$ cat src/rtl/tis_axi_port_bridge.sv
// -----------------------------------------------------------------------------
// tis_axi_port_bridge
//
// AXI4-Lite slave that connects the processor to N_CHAN TIS node ports. Each
// channel has a TX FIFO (processor -> node) and an RX FIFO (node -> processor).
// A register block adds per-channel status, sticky error flags, RX fill levels,
// FIFO flush control and a maskable, registered level-sensitive interrupt.
//
// Word map (addr[5:2]):
//   0..3  DATA[c]  write pushes TX FIFO c, read pops RX FIFO c (sign-extended)
//   4     STATUS   [c] rx_nonempty, [4+c] tx_notfull, [8+c] tx_drop (sticky),
//                  [12+c] rx_underflow (sticky); write 1 to [15:8] to clear
//   5     IRQ_EN   [c] rx_nonempty, [4+c] tx_notfull, [8] any sticky flag
//   6     LEVEL    byte c = RX FIFO c occupancy
//   7     CTRL     write bit c = 1 flushes both FIFOs of channel c; reads 0
//
// Ports:
//   S_AXI_*   AXI4-Lite slave (responses always OKAY)
//   tx_data   TX FIFO heads, channel c in slice c
//   tx_valid  TX FIFO c non-empty
//   tx_ready  node c pops its TX head on tx_valid[c] && tx_ready[c]
//   rx_data   node output words, channel c in slice c
//   rx_valid  node c offers a word
//   rx_ready  RX FIFO c can accept a word
//   irq       registered level-sensitive interrupt
// -----------------------------------------------------------------------------
module tis_axi_port_bridge #(
    parameter int C_S_AXI_DATA_WIDTH = 32,
    parameter int C_S_AXI_ADDR_WIDTH = 6,
    parameter int N_CHAN             = 2,
    parameter int FIFO_DEPTH         = 4,
    parameter int TIS_DATA_WIDTH     = 11
) (
    input  logic                               S_AXI_ACLK,
    input  logic                               S_AXI_ARESETN,
    input  logic [C_S_AXI_ADDR_WIDTH-1:0]      S_AXI_AWADDR,
    input  logic [2:0]                         S_AXI_AWPROT,
    input  logic                               S_AXI_AWVALID,
    output logic                               S_AXI_AWREADY,
    input  logic [C_S_AXI_DATA_WIDTH-1:0]      S_AXI_WDATA,
    input  logic [3:0]                         S_AXI_WSTRB,
    input  logic                               S_AXI_WVALID,
    output logic                               S_AXI_WREADY,
    output logic [1:0]                         S_AXI_BRESP,
    output logic                               S_AXI_BVALID,
    input  logic                               S_AXI_BREADY,
    input  logic [C_S_AXI_ADDR_WIDTH-1:0]      S_AXI_ARADDR,
    input  logic [2:0]                         S_AXI_ARPROT,
    input  logic                               S_AXI_ARVALID,
    output logic                               S_AXI_ARREADY,
    output logic [C_S_AXI_DATA_WIDTH-1:0]      S_AXI_RDATA,
    output logic [1:0]                         S_AXI_RRESP,
    output logic                               S_AXI_RVALID,
    input  logic                               S_AXI_RREADY,
    output logic [N_CHAN*TIS_DATA_WIDTH-1:0]   tx_data,
    output logic [N_CHAN-1:0]                  tx_valid,
    input  logic [N_CHAN-1:0]                  tx_ready,
    input  logic [N_CHAN*TIS_DATA_WIDTH-1:0]   rx_data,
    input  logic [N_CHAN-1:0]                  rx_valid,
    output logic [N_CHAN-1:0]                  rx_ready,
    output logic                               irq
);

    localparam int               PTR_W   = $clog2(FIFO_DEPTH);
    localparam int               CNT_W   = PTR_W + 1;
    localparam logic [CNT_W-1:0] DEPTH_C = CNT_W'(FIFO_DEPTH);

    localparam logic [3:0] IDX_STATUS = 4'd4;
    localparam logic [3:0] IDX_IRQ_EN = 4'd5;
    localparam logic [3:0] IDX_LEVEL  = 4'd6;
    localparam logic [3:0] IDX_CTRL   = 4'd7;

    logic        awready_q, wready_q, bvalid_q;
    logic        arready_q, rvalid_q;
    logic [31:0] rdata_q;
    logic [8:0]  irq_en_q;
    logic        irq_q, irq_d;
    logic        rst_done_q;
    logic [31:0] rd_val;
    logic [3:0]  widx, ridx;
    logic        wr_fire, rd_fire;

    logic [N_CHAN-1:0]                     rx_nonempty, tx_notfull, tx_drop, rx_unf;
    logic [N_CHAN-1:0][TIS_DATA_WIDTH-1:0] rx_head;
    logic [N_CHAN-1:0][CNT_W-1:0]          rx_count;

    assign widx = S_AXI_AWADDR[5:2];
    assign ridx = S_AXI_ARADDR[5:2];

    // A write commits on the edge where both channels are offered and no
    // transaction is in flight; a read likewise when no read is in flight.
    assign wr_fire = S_AXI_AWVALID && S_AXI_WVALID && !awready_q && !bvalid_q;
    assign rd_fire = S_AXI_ARVALID && !arready_q && !rvalid_q;

    // -------------------------------------------------------------------------
    // Per-channel FIFOs and sticky flags
    // -------------------------------------------------------------------------
    for (genvar c = 0; c < N_CHAN; c++) begin : g_chan
        logic [TIS_DATA_WIDTH-1:0] tx_mem [FIFO_DEPTH];
        logic [TIS_DATA_WIDTH-1:0] rx_mem [FIFO_DEPTH];
        logic [PTR_W-1:0]          tx_wp_q, tx_rp_q, rx_wp_q, rx_rp_q;
        logic [CNT_W-1:0]          tx_cnt_q, rx_cnt_q;
        logic                      tx_drop_q, rx_unf_q;
        logic                      flush, tx_pop, tx_push_req, tx_push;
        logic                      rx_rdy, rx_push, rx_pop_req, rx_pop;

        assign flush       = wr_fire && (widx == IDX_CTRL) && S_AXI_WDATA[c];
        assign tx_pop      = (tx_cnt_q != '0) && tx_ready[c];
        assign tx_push_req = wr_fire && (widx == 4'(c));
        // A full TX FIFO still takes the word if the node frees a slot this edge.
        assign tx_push     = tx_push_req && ((tx_cnt_q != DEPTH_C) || tx_pop);
        assign rx_rdy      = rst_done_q && (rx_cnt_q != DEPTH_C);
        assign rx_push     = rx_valid[c] && rx_rdy;
        assign rx_pop_req  = rd_fire && (ridx == 4'(c));
        assign rx_pop      = rx_pop_req && (rx_cnt_q != '0);

        // NOTE: sequential state uses non-blocking assignments so every flop
        // samples pre-edge values regardless of statement order.
        always_ff @(posedge S_AXI_ACLK or negedge S_AXI_ARESETN) begin
            if (!S_AXI_ARESETN) begin
                tx_wp_q  <= '0;
                tx_rp_q  <= '0;
                tx_cnt_q <= '0;
                rx_wp_q  <= '0;
                rx_rp_q  <= '0;
                rx_cnt_q <= '0;
            end else if (flush) begin
                // Flush overrides any same-edge push or pop on this channel.
                tx_wp_q  <= '0;
                tx_rp_q  <= '0;
                tx_cnt_q <= '0;
                rx_wp_q  <= '0;
                rx_rp_q  <= '0;
                rx_cnt_q <= '0;
            end else begin
                if (tx_push) tx_wp_q <= tx_wp_q + PTR_W'(1);
                if (tx_pop)  tx_rp_q <= tx_rp_q + PTR_W'(1);
                tx_cnt_q <= tx_cnt_q + CNT_W'(tx_push) - CNT_W'(tx_pop);
                if (rx_push) rx_wp_q <= rx_wp_q + PTR_W'(1);
                if (rx_pop)  rx_rp_q <= rx_rp_q + PTR_W'(1);
                rx_cnt_q <= rx_cnt_q + CNT_W'(rx_push) - CNT_W'(rx_pop);
            end
        end

        // Sticky flags: a set event on the same edge as a clear wins.
        always_ff @(posedge S_AXI_ACLK or negedge S_AXI_ARESETN) begin
            if (!S_AXI_ARESETN) begin
                tx_drop_q <= 1'b0;
                rx_unf_q  <= 1'b0;
            end else begin
                if (tx_push_req && !tx_push) begin
                    tx_drop_q <= 1'b1;
                end else if (wr_fire && (widx == IDX_STATUS) && S_AXI_WDATA[8+c]) begin
                    tx_drop_q <= 1'b0;
                end
                if (rx_pop_req && (rx_cnt_q == '0)) begin
                    rx_unf_q <= 1'b1;
                end else if (wr_fire && (widx == IDX_STATUS) && S_AXI_WDATA[12+c]) begin
                    rx_unf_q <= 1'b0;
                end
            end
        end

        // NOTE: FIFO storage is deliberately left out of reset; pointers and
        // counts decide which entries are valid, so the array can map to RAM.
        always_ff @(posedge S_AXI_ACLK) begin
            if (tx_push) tx_mem[tx_wp_q] <= S_AXI_WDATA[TIS_DATA_WIDTH-1:0];
            if (rx_push) rx_mem[rx_wp_q] <= rx_data[c*TIS_DATA_WIDTH +: TIS_DATA_WIDTH];
        end

        assign tx_data[c*TIS_DATA_WIDTH +: TIS_DATA_WIDTH] = tx_mem[tx_rp_q];
        assign tx_valid[c]    = (tx_cnt_q != '0);
        assign rx_ready[c]    = rx_rdy;
        assign rx_nonempty[c] = (rx_cnt_q != '0);
        assign tx_notfull[c]  = (tx_cnt_q != DEPTH_C);
        assign tx_drop[c]     = tx_drop_q;
        assign rx_unf[c]      = rx_unf_q;
        assign rx_head[c]     = rx_mem[rx_rp_q];
        assign rx_count[c]    = rx_cnt_q;
    end

    // -------------------------------------------------------------------------
    // Read data mux (value captured on the ARREADY edge)
    // -------------------------------------------------------------------------
    // NOTE: rd_val gets a default before the case so no path infers a latch.
    always_comb begin
        rd_val = '0;
        case (ridx)
            IDX_STATUS: begin
                for (int i = 0; i < N_CHAN; i++) begin
                    rd_val[i]    = rx_nonempty[i];
                    rd_val[4+i]  = tx_notfull[i];
                    rd_val[8+i]  = tx_drop[i];
                    rd_val[12+i] = rx_unf[i];
                end
            end
            IDX_IRQ_EN: rd_val[8:0] = irq_en_q;
            IDX_LEVEL: begin
                for (int i = 0; i < N_CHAN; i++) rd_val[8*i +: 8] = 8'(rx_count[i]);
            end
            default: begin
                // DATA words; an empty FIFO or absent channel reads as 0.
                for (int i = 0; i < N_CHAN; i++) begin
                    if ((ridx == 4'(i)) && rx_nonempty[i]) begin
                        rd_val = {{(32-TIS_DATA_WIDTH){rx_head[i][TIS_DATA_WIDTH-1]}}, rx_head[i]};
                    end
                end
            end
        endcase
    end

    assign irq_d = (|(irq_en_q[N_CHAN-1:0] & rx_nonempty))
                 | (|(irq_en_q[4 +: N_CHAN] & tx_notfull))
                 | (irq_en_q[8] & (|{tx_drop, rx_unf}));

    // -------------------------------------------------------------------------
    // AXI handshakes, IRQ_EN and interrupt register
    // -------------------------------------------------------------------------
    always_ff @(posedge S_AXI_ACLK or negedge S_AXI_ARESETN) begin
        if (!S_AXI_ARESETN) begin
            awready_q  <= 1'b0;
            wready_q   <= 1'b0;
            bvalid_q   <= 1'b0;
            arready_q  <= 1'b0;
            rvalid_q   <= 1'b0;
            rdata_q    <= '0;
            irq_en_q   <= '0;
            irq_q      <= 1'b0;
            rst_done_q <= 1'b0;
        end else begin
            rst_done_q <= 1'b1;
            awready_q  <= wr_fire;
            wready_q   <= wr_fire;
            if (awready_q) begin
                bvalid_q <= 1'b1;
            end else if (bvalid_q && S_AXI_BREADY) begin
                bvalid_q <= 1'b0;
            end
            arready_q <= rd_fire;
            if (rd_fire) rdata_q <= rd_val;
            if (arready_q) begin
                rvalid_q <= 1'b1;
            end else if (rvalid_q && S_AXI_RREADY) begin
                rvalid_q <= 1'b0;
            end
            if (wr_fire && (widx == IDX_IRQ_EN)) irq_en_q <= S_AXI_WDATA[8:0];
            irq_q <= irq_d;
        end
    end

    assign S_AXI_AWREADY = awready_q;
    assign S_AXI_WREADY  = wready_q;
    assign S_AXI_BVALID  = bvalid_q;
    assign S_AXI_BRESP   = 2'b00;
    assign S_AXI_ARREADY = arready_q;
    assign S_AXI_RVALID  = rvalid_q;
    assign S_AXI_RDATA   = rdata_q;
    assign S_AXI_RRESP   = 2'b00;
    assign irq           = irq_q;

    // Protection, strobes and byte-offset address bits carry no meaning here.
    logic unused_ok;
    assign unused_ok = ^{S_AXI_AWADDR, S_AXI_ARADDR, S_AXI_AWPROT, S_AXI_ARPROT,
                         S_AXI_WSTRB, S_AXI_WDATA};

endmodule
$ cat config.mk
export PLATFORM = sky130hd
export DESIGN_NAME = tis_axi_port_bridge
export DESIGN_NICKNAME = d
export VERILOG_FILES = /design/src/rtl/tis_axi_port_bridge.sv
export SDC_FILE = /design/constraint.sdc
export NUM_CORES = 1
export LEC_CHECK = 0
export CORE_MARGIN = 10
export CORE_UTILIZATION = 35
export DETAILED_ROUTE_END_ITERATION = 8
export SLEW_MARGIN = 20
export SYNTH_ARGS = -nofsm -noshare
export SYNTH_HDL_FRONTEND = slang
export SYNTH_SLANG_ARGS = --single-unit
$ cat constraint.sdc
create_clock -name S_AXI_ACLK -period 3.4 [get_ports S_AXI_ACLK]
set_input_delay 0.68 -clock S_AXI_ACLK [delete_from_list [all_inputs] [get_ports S_AXI_ACLK]]
set_output_delay 0.68 -clock S_AXI_ACLK [all_outputs]
set_load 0.02 [all_outputs]
### Yosys cells after proc, flatten, opt, wreduce, memory -nomap -nowiden

Memories as Yosys holds them, arrays and structs flattened.
Index checks and enable logic that the tools add are counted.

* bits in writable memories: 176
* bits of input ports: 87
* memories: 4
* register bits after elaboration: 79
* output and inout bits: 68
* logic and storage cells: 186

Memory list
* g_chan[0].rx_mem: words 4, bits a word 11, read ports 1, clocked after memory_dff 0, wr ports 1, line 100 `logic [TIS_DATA_WIDTH-1:0] rx_mem [FIFO_DEPTH];`
* g_chan[0].tx_mem: words 4, bits a word 11, read ports 1, clocked after memory_dff 0, wr ports 1, line 99 `logic [TIS_DATA_WIDTH-1:0] tx_mem [FIFO_DEPTH];`
* g_chan[1].rx_mem: words 4, bits a word 11, read ports 1, clocked after memory_dff 0, wr ports 1, line 100
* g_chan[1].tx_mem: words 4, bits a word 11, read ports 1, clocked after memory_dff 0, wr ports 1, line 99

* multiplexer cells: 52
* reductions and logical operators: 73
* $add $sub $neg: 16
* bitwise operators: 5
* equal/unequal tests: 12

Operators with widths (number)
* two-way mux 32 bit: 2
* logical AND 1 bit: 36
* two-way mux 2 bit: 17
* nonzero test 2 bit: 14
* equality test 4 x 3 -> 1 bit, second input constant: 6
* two-way mux 1 bit: 20
* case mux 2 bit (3 select lines): 3
* adder 2 x 1 -> 2 bit, second input constant: 8
* two-way mux 16 bit: 1
* adder 3 x 1 -> 3 bit: 4
* two-way mux 3 bit: 4
* inequality test 3 bit, second input constant: 4
* case mux 2 bit (2 select lines): 3
* nonzero test 3 bit: 4
* subtractor 3 x 1 -> 3 bit: 4
* OR reduction 2 bit: 5
* equality test 4 x 1 -> 1 bit, second input constant: 2
* logical NOT 4 bit: 2
* logical NOT 1 bit: 6
* logical NOT 3 bit: 2
* case mux 1 bit (3 select lines): 2
* AND 2 bit: 2
* OR reduction 4 bit: 1
* OR reduction 3 bit: 1
* other kinds (3): 5

### Logic depth before layout (Yosys ltp)

* depth after elaboration: 8
* depth in mapped cells: 13
* gate-level depth less buffers: 13

### Worst setup path before layout

Ideal clock, no wire load.

* path type: in2reg
* start: input port tx_ready[1]
* end: register g_chan[1].tx_cnt_q[2]
* data arrival time: 2.708 ns
* setup slack: 0.574 ns
* setup time: 0.119 ns
* data required time: 3.281 ns
* path buffers: 0
* stages on the path: 12
* path through: or4b_1 and2_0 and2_1 inv_1 ha_1 inv_1 ha_1 inv_1 fa_1 xor2_1 xnor2_1 nor2_1

* word-level cells in the longest chain between the ends: 6

Ends and longest elaborated chain
* start: declaration: line 57 `input logic [N_CHAN-1:0] tx_ready,`
* logical AND 1 bit *: line 108 `assign tx_pop = (tx_cnt_q != '0) && tx_ready[c];`
* logical OR 1 bit: line 111 `assign tx_push = tx_push_req && ((tx_cnt_q != DEPTH_C) || tx_pop);`
* logical AND 1 bit: line 111
* adder 3 x 1 -> 3 bit: line 138 `tx_cnt_q <= tx_cnt_q + CNT_W'(tx_push) - CNT_W'(tx_pop);`
* subtractor 3 x 1 -> 3 bit *: line 138
* two-way mux 3 bit *: line 127 `end else if (flush) begin`
* end signal: assignment: line 138
* end: declaration: line 102 `logic [CNT_W-1:0] tx_cnt_q, rx_cnt_q;`

Mark *: on every way between the ends. The rest lies on a longest branch, timed or not.
A chain may end at the register's enable or synchronous reset.

### Final worst setup path

* start: register g_chan[0].tx_rp_q[0]
* end: output port tx_data[1]

* word-level cells in the longest chain between the ends: 1

Ends and longest elaborated chain
* start: declaration: line 101 `logic [PTR_W-1:0] tx_wp_q, tx_rp_q, rx_wp_q, rx_rp_q;`
* start signal: assignment: line 137 `if (tx_pop) tx_rp_q <= tx_rp_q + PTR_W'(1);`
* memory read (4 x 11 bit)
* end: declaration: line 55 `output logic [N_CHAN*TIS_DATA_WIDTH-1:0] tx_data,`

No other way between the ends.

==> key figures <==
Floorplan
  • Starting Density: between 30% and 40%
  • Die ar.: around 36000 um^2
  • Area of the core: 28000 um^2
  • Row count: 61
  • I/O Pins: 155
  • Die width: ~190 um
  • Die height: between 150 and 200 um

GRT
  • Initial antenna violation count: 0
  • Largest net degree at the start of global routing: 61
  • First-pass GRT wire length: ~35 mm
  • Grt total ovfl: 0
  • GRT Util Overall: 12.5%
  • Vias in the first global route: 5957

Clock network
  • Max clock buf depth: 3
  • Later-pin clock latency in the skew report: 0.51 ns
  • CTS buffer count: 24
  • Htree depth: 1
  • Postcts setup bufs: 0
  • CTS tree: done
  • Number of hold buffers added after CTS: 1
  • CTS resizes: 0
  • Root buffer cell: clkbuf_16
  • CTS Sinks: 238
  • Clock transition at the registers of the reported paths: 0.06 ns

Timing
  • Clock Skew: 0.00736 ns
  • Final setup vio count: 0
  • Worst Max-Slew Pin Slew: 0.797 ns
  • Count of final hold-check violations: 0
  • Highest Clock Rate: around 330 MHz
  • Tmin final: around 3 ns
  • Max Transition Viols Final: 0
  • Rel. slew slack: between 40% and 50%
  • Worst hold slack: 0.483 ns
  • RSZ-0062 raised after global routing: false
  • Total Neg Setup Slack: 0 ns
  • Period utilization: 88.4%

Placed design
  • DP HPWL: 16.4 mm
  • # port buffers: 117
  • Placed Area: 11500 um^2
  • Routability cong.: 0.856

Cells and area
  • Nets: 828
  • Layout area overhead: 22.3%
  • Layout cells sized above 1: between 15 and 20%
  • Finished layout cell area: around 12000 um^2
  • Inserted Diodes: 0

Setup path
  • Worst path depth: 3
  • Startpoint Class: flop
  • Top delay family on crit path: buffers and inverters
  • Crit path largest cell delay: between 0.5 and 0.6 ns
  • Critical path cell sequence: buf_4 > mux4_2 > clkdlybuf4s50_1
  • CP arrival: between 2 and 2.5 ns
  • WP buf/inv: 2
  • Critical path's slowest cell: mux4_2
  • R2R depth: 12
  • CP Max Fanout: 11
  • CP Capture Type: output port
  • Crit Path Category: reg2out
  • WP data required: 2.72 ns

Power
  • Pwr/cell area: 760 nW/um^2
  • Pleak: 4.41 nW
  • Power after layout: 9.33 mW
  • Peak supply drop: between 0.0003 and 0.0004 V

Detailed routing
  • Post-DRT Antenna Nets: 0
  • Initial DRC Count: 449
  • DR vias: around 5.6k
  • Avg WL per Cell: 20.6 um
  • DR DRC count: 0
  • DR pass1 iterations: 4
  • Vias per inst: between 5 and 6
  • Routed WL: 22.9 mm

Logic synthesis
  • YS warnings: 0
  • Mapped Area: 10000 um^2
  • Sequential element share of the synthesized area: approximately two thirds
  • Synth top area share: 52.7%
  • Area contributors post-synth: edfxtp_1 53%, dfrtp_1 15%, mux4_2 9.9%
  • Primary FF master, synth: edfxtp_1
  • Yosys reg bits: 238
  • Post-Syn Instances: 593
  • Yosys cell types: 63
  • Mean Syn Cell Area: 16.9 um^2
  • Fraction of registers with async set/reset: 26.1%
  • Synth area leader: edfxtp_1
  • EDFF count, synth: 176

Min path
  • Worst Hold Depth: 1
  • HP Class: reg2reg

Job
  • MaxCap Viol Count: 0

Outcome
  • Run status: finished, final reports clean
[synth_stat cells, drive strengths merged, types with 2 or more instances]
master / instances
edfxtp: 176
dfrtp: 62
mux4: 44
buf: 39
nor2: 39
ha: 23
a21oi: 22
inv: 22
and3: 16
nand2: 13
xnor2: 11
a22oi: 10
mux2: 10
nor2b: 9
and2: 8
xor2: 8
o21ai: 6
o22ai: 5
or3: 5
a31oi: 4
fa: 4
nand3: 4
a22o: 3
and4: 3
clkbuf: 3
mux2i: 3
nand4: 3
nor3: 3
o311ai: 3
o31a: 3
a21o: 2
a221oi: 2
conb: 2
nand2b: 2
nor3b: 2
nor4: 2
nor4b: 2
[routing by layer]
metal	track usage (%)	vias to the layer above	wire length [um]
met4	3.14	0	431
met2	20.3	212	10900
met3	3.45	36	1830
met1	16.1	2844	9700
met5	0	-	0
li1	-	2488	-
[report_power, final]
| part | total [mW] | internal, mW | switching (mW) |
|---|---|---|---|
| Sequential | 3.97 | 3.53 | 0.441 |
| Clock | 2.46 | 1.41 | 1.06 |
| Combinational | 2.90 | 1.48 | 1.42 |
| Total | 9.33 | 6.41 | 2.91 |
[state kept, by name (all words and copies together), names as in the netlist, 2 cells and up]
name / cells
irq_en_q: 9
g_chan.tx_drop_q: 2
g_chan.rx_cnt_q: 6
g_chan.rx_unf_q: 2
g_chan.rx_wp_q: 4
g_chan.tx_rp_q: 4
g_chan.rx_rp_q: 4
g_chan.rx_mem: 88
g_chan.tx_mem: 88
g_chan.tx_wp_q: 4
g_chan.tx_cnt_q: 6
S_AXI_RDATA: 15
[logic make-up after synthesis]
group | count (synthesis) | synth area share [%]
and+or+nand+nor | 118 | 7.09
DFF | 238 | 68.1
muxes | 57 | 11.3
adders and majority gates | 27 | 3.67
buffers and inverters | 65 | 3.63
xor gates and xnor gates | 19 | 1.66
AOI/OAI and AO/OA | 67 | 4.46
other | 2 | 0.0748
[layout by cell type, fill, tap and decap left out, types with 5 or more instances in the layout]
master and count:
clkdlybuf4s50_1 116, conb_1 5, edfxtp_1 176, clkinv_2 7, o21ai_0 6, dfrtp_1 62, mux4_2 44, xnor2_1 11
clkinv_1 8, ha_1 23, inv_1 22, nand2_1 13, a21oi_1 22, mux2_2 10, buf_4 16, and3_1 16
clkbuf_16 25, xor2_1 8, a22oi_1 10, o22ai_1 5, nor2b_1 9, nor2_1 38
[per-stage QoR]
stage                     setup slack [ns]  util [%]  cells
after floorplan                      0.574         -    596
after global placement              0.0824      41.2   1065
after detailed placement            0.0246      41.2   1065
after CTS                            0.342      43.8   1109
after global routing                 0.289      43.8   1109
final                                0.395      43.8   1109
[path summary, 6_finish.rpt]
path	to	from	slack [ns]
min	S_AXI_RVALID$_DFFE_PN0P_	S_AXI_ARREADY$_DFF_PN0_	0.48
max	tx_data[1]	g_chan[0].tx_rp_q[0]$_DFFE_PN0P_	0.39
min in group asynchronous	S_AXI_BVALID$_DFFE_PN0P_	S_AXI_ARESETN	0.52
max in group asynchronous	g_chan[1].tx_drop_q$_DFFE_PN0P_	S_AXI_ARESETN	1.88
min reg2reg	S_AXI_RVALID$_DFFE_PN0P_	S_AXI_ARREADY$_DFF_PN0_	0.48
max reg2reg	g_chan[1].tx_cnt_q[2]$_DFF_PN0_	g_chan[1].tx_cnt_q[1]$_DFF_PN0_	0.66
[layout make-up]
cell class / count / area, um^2
fillers: 2478 / 15700
clock buffers: 27 / 633
multi-input cells: 293 / 2850
flip-flops and latches: 238 / 6840
well taps: 378 / 473
clock inverters: 16 / 98.8
inverters: 23 / 86.3
repair buffers: 134 / 1300
Power figures use the tool's default switching activity.
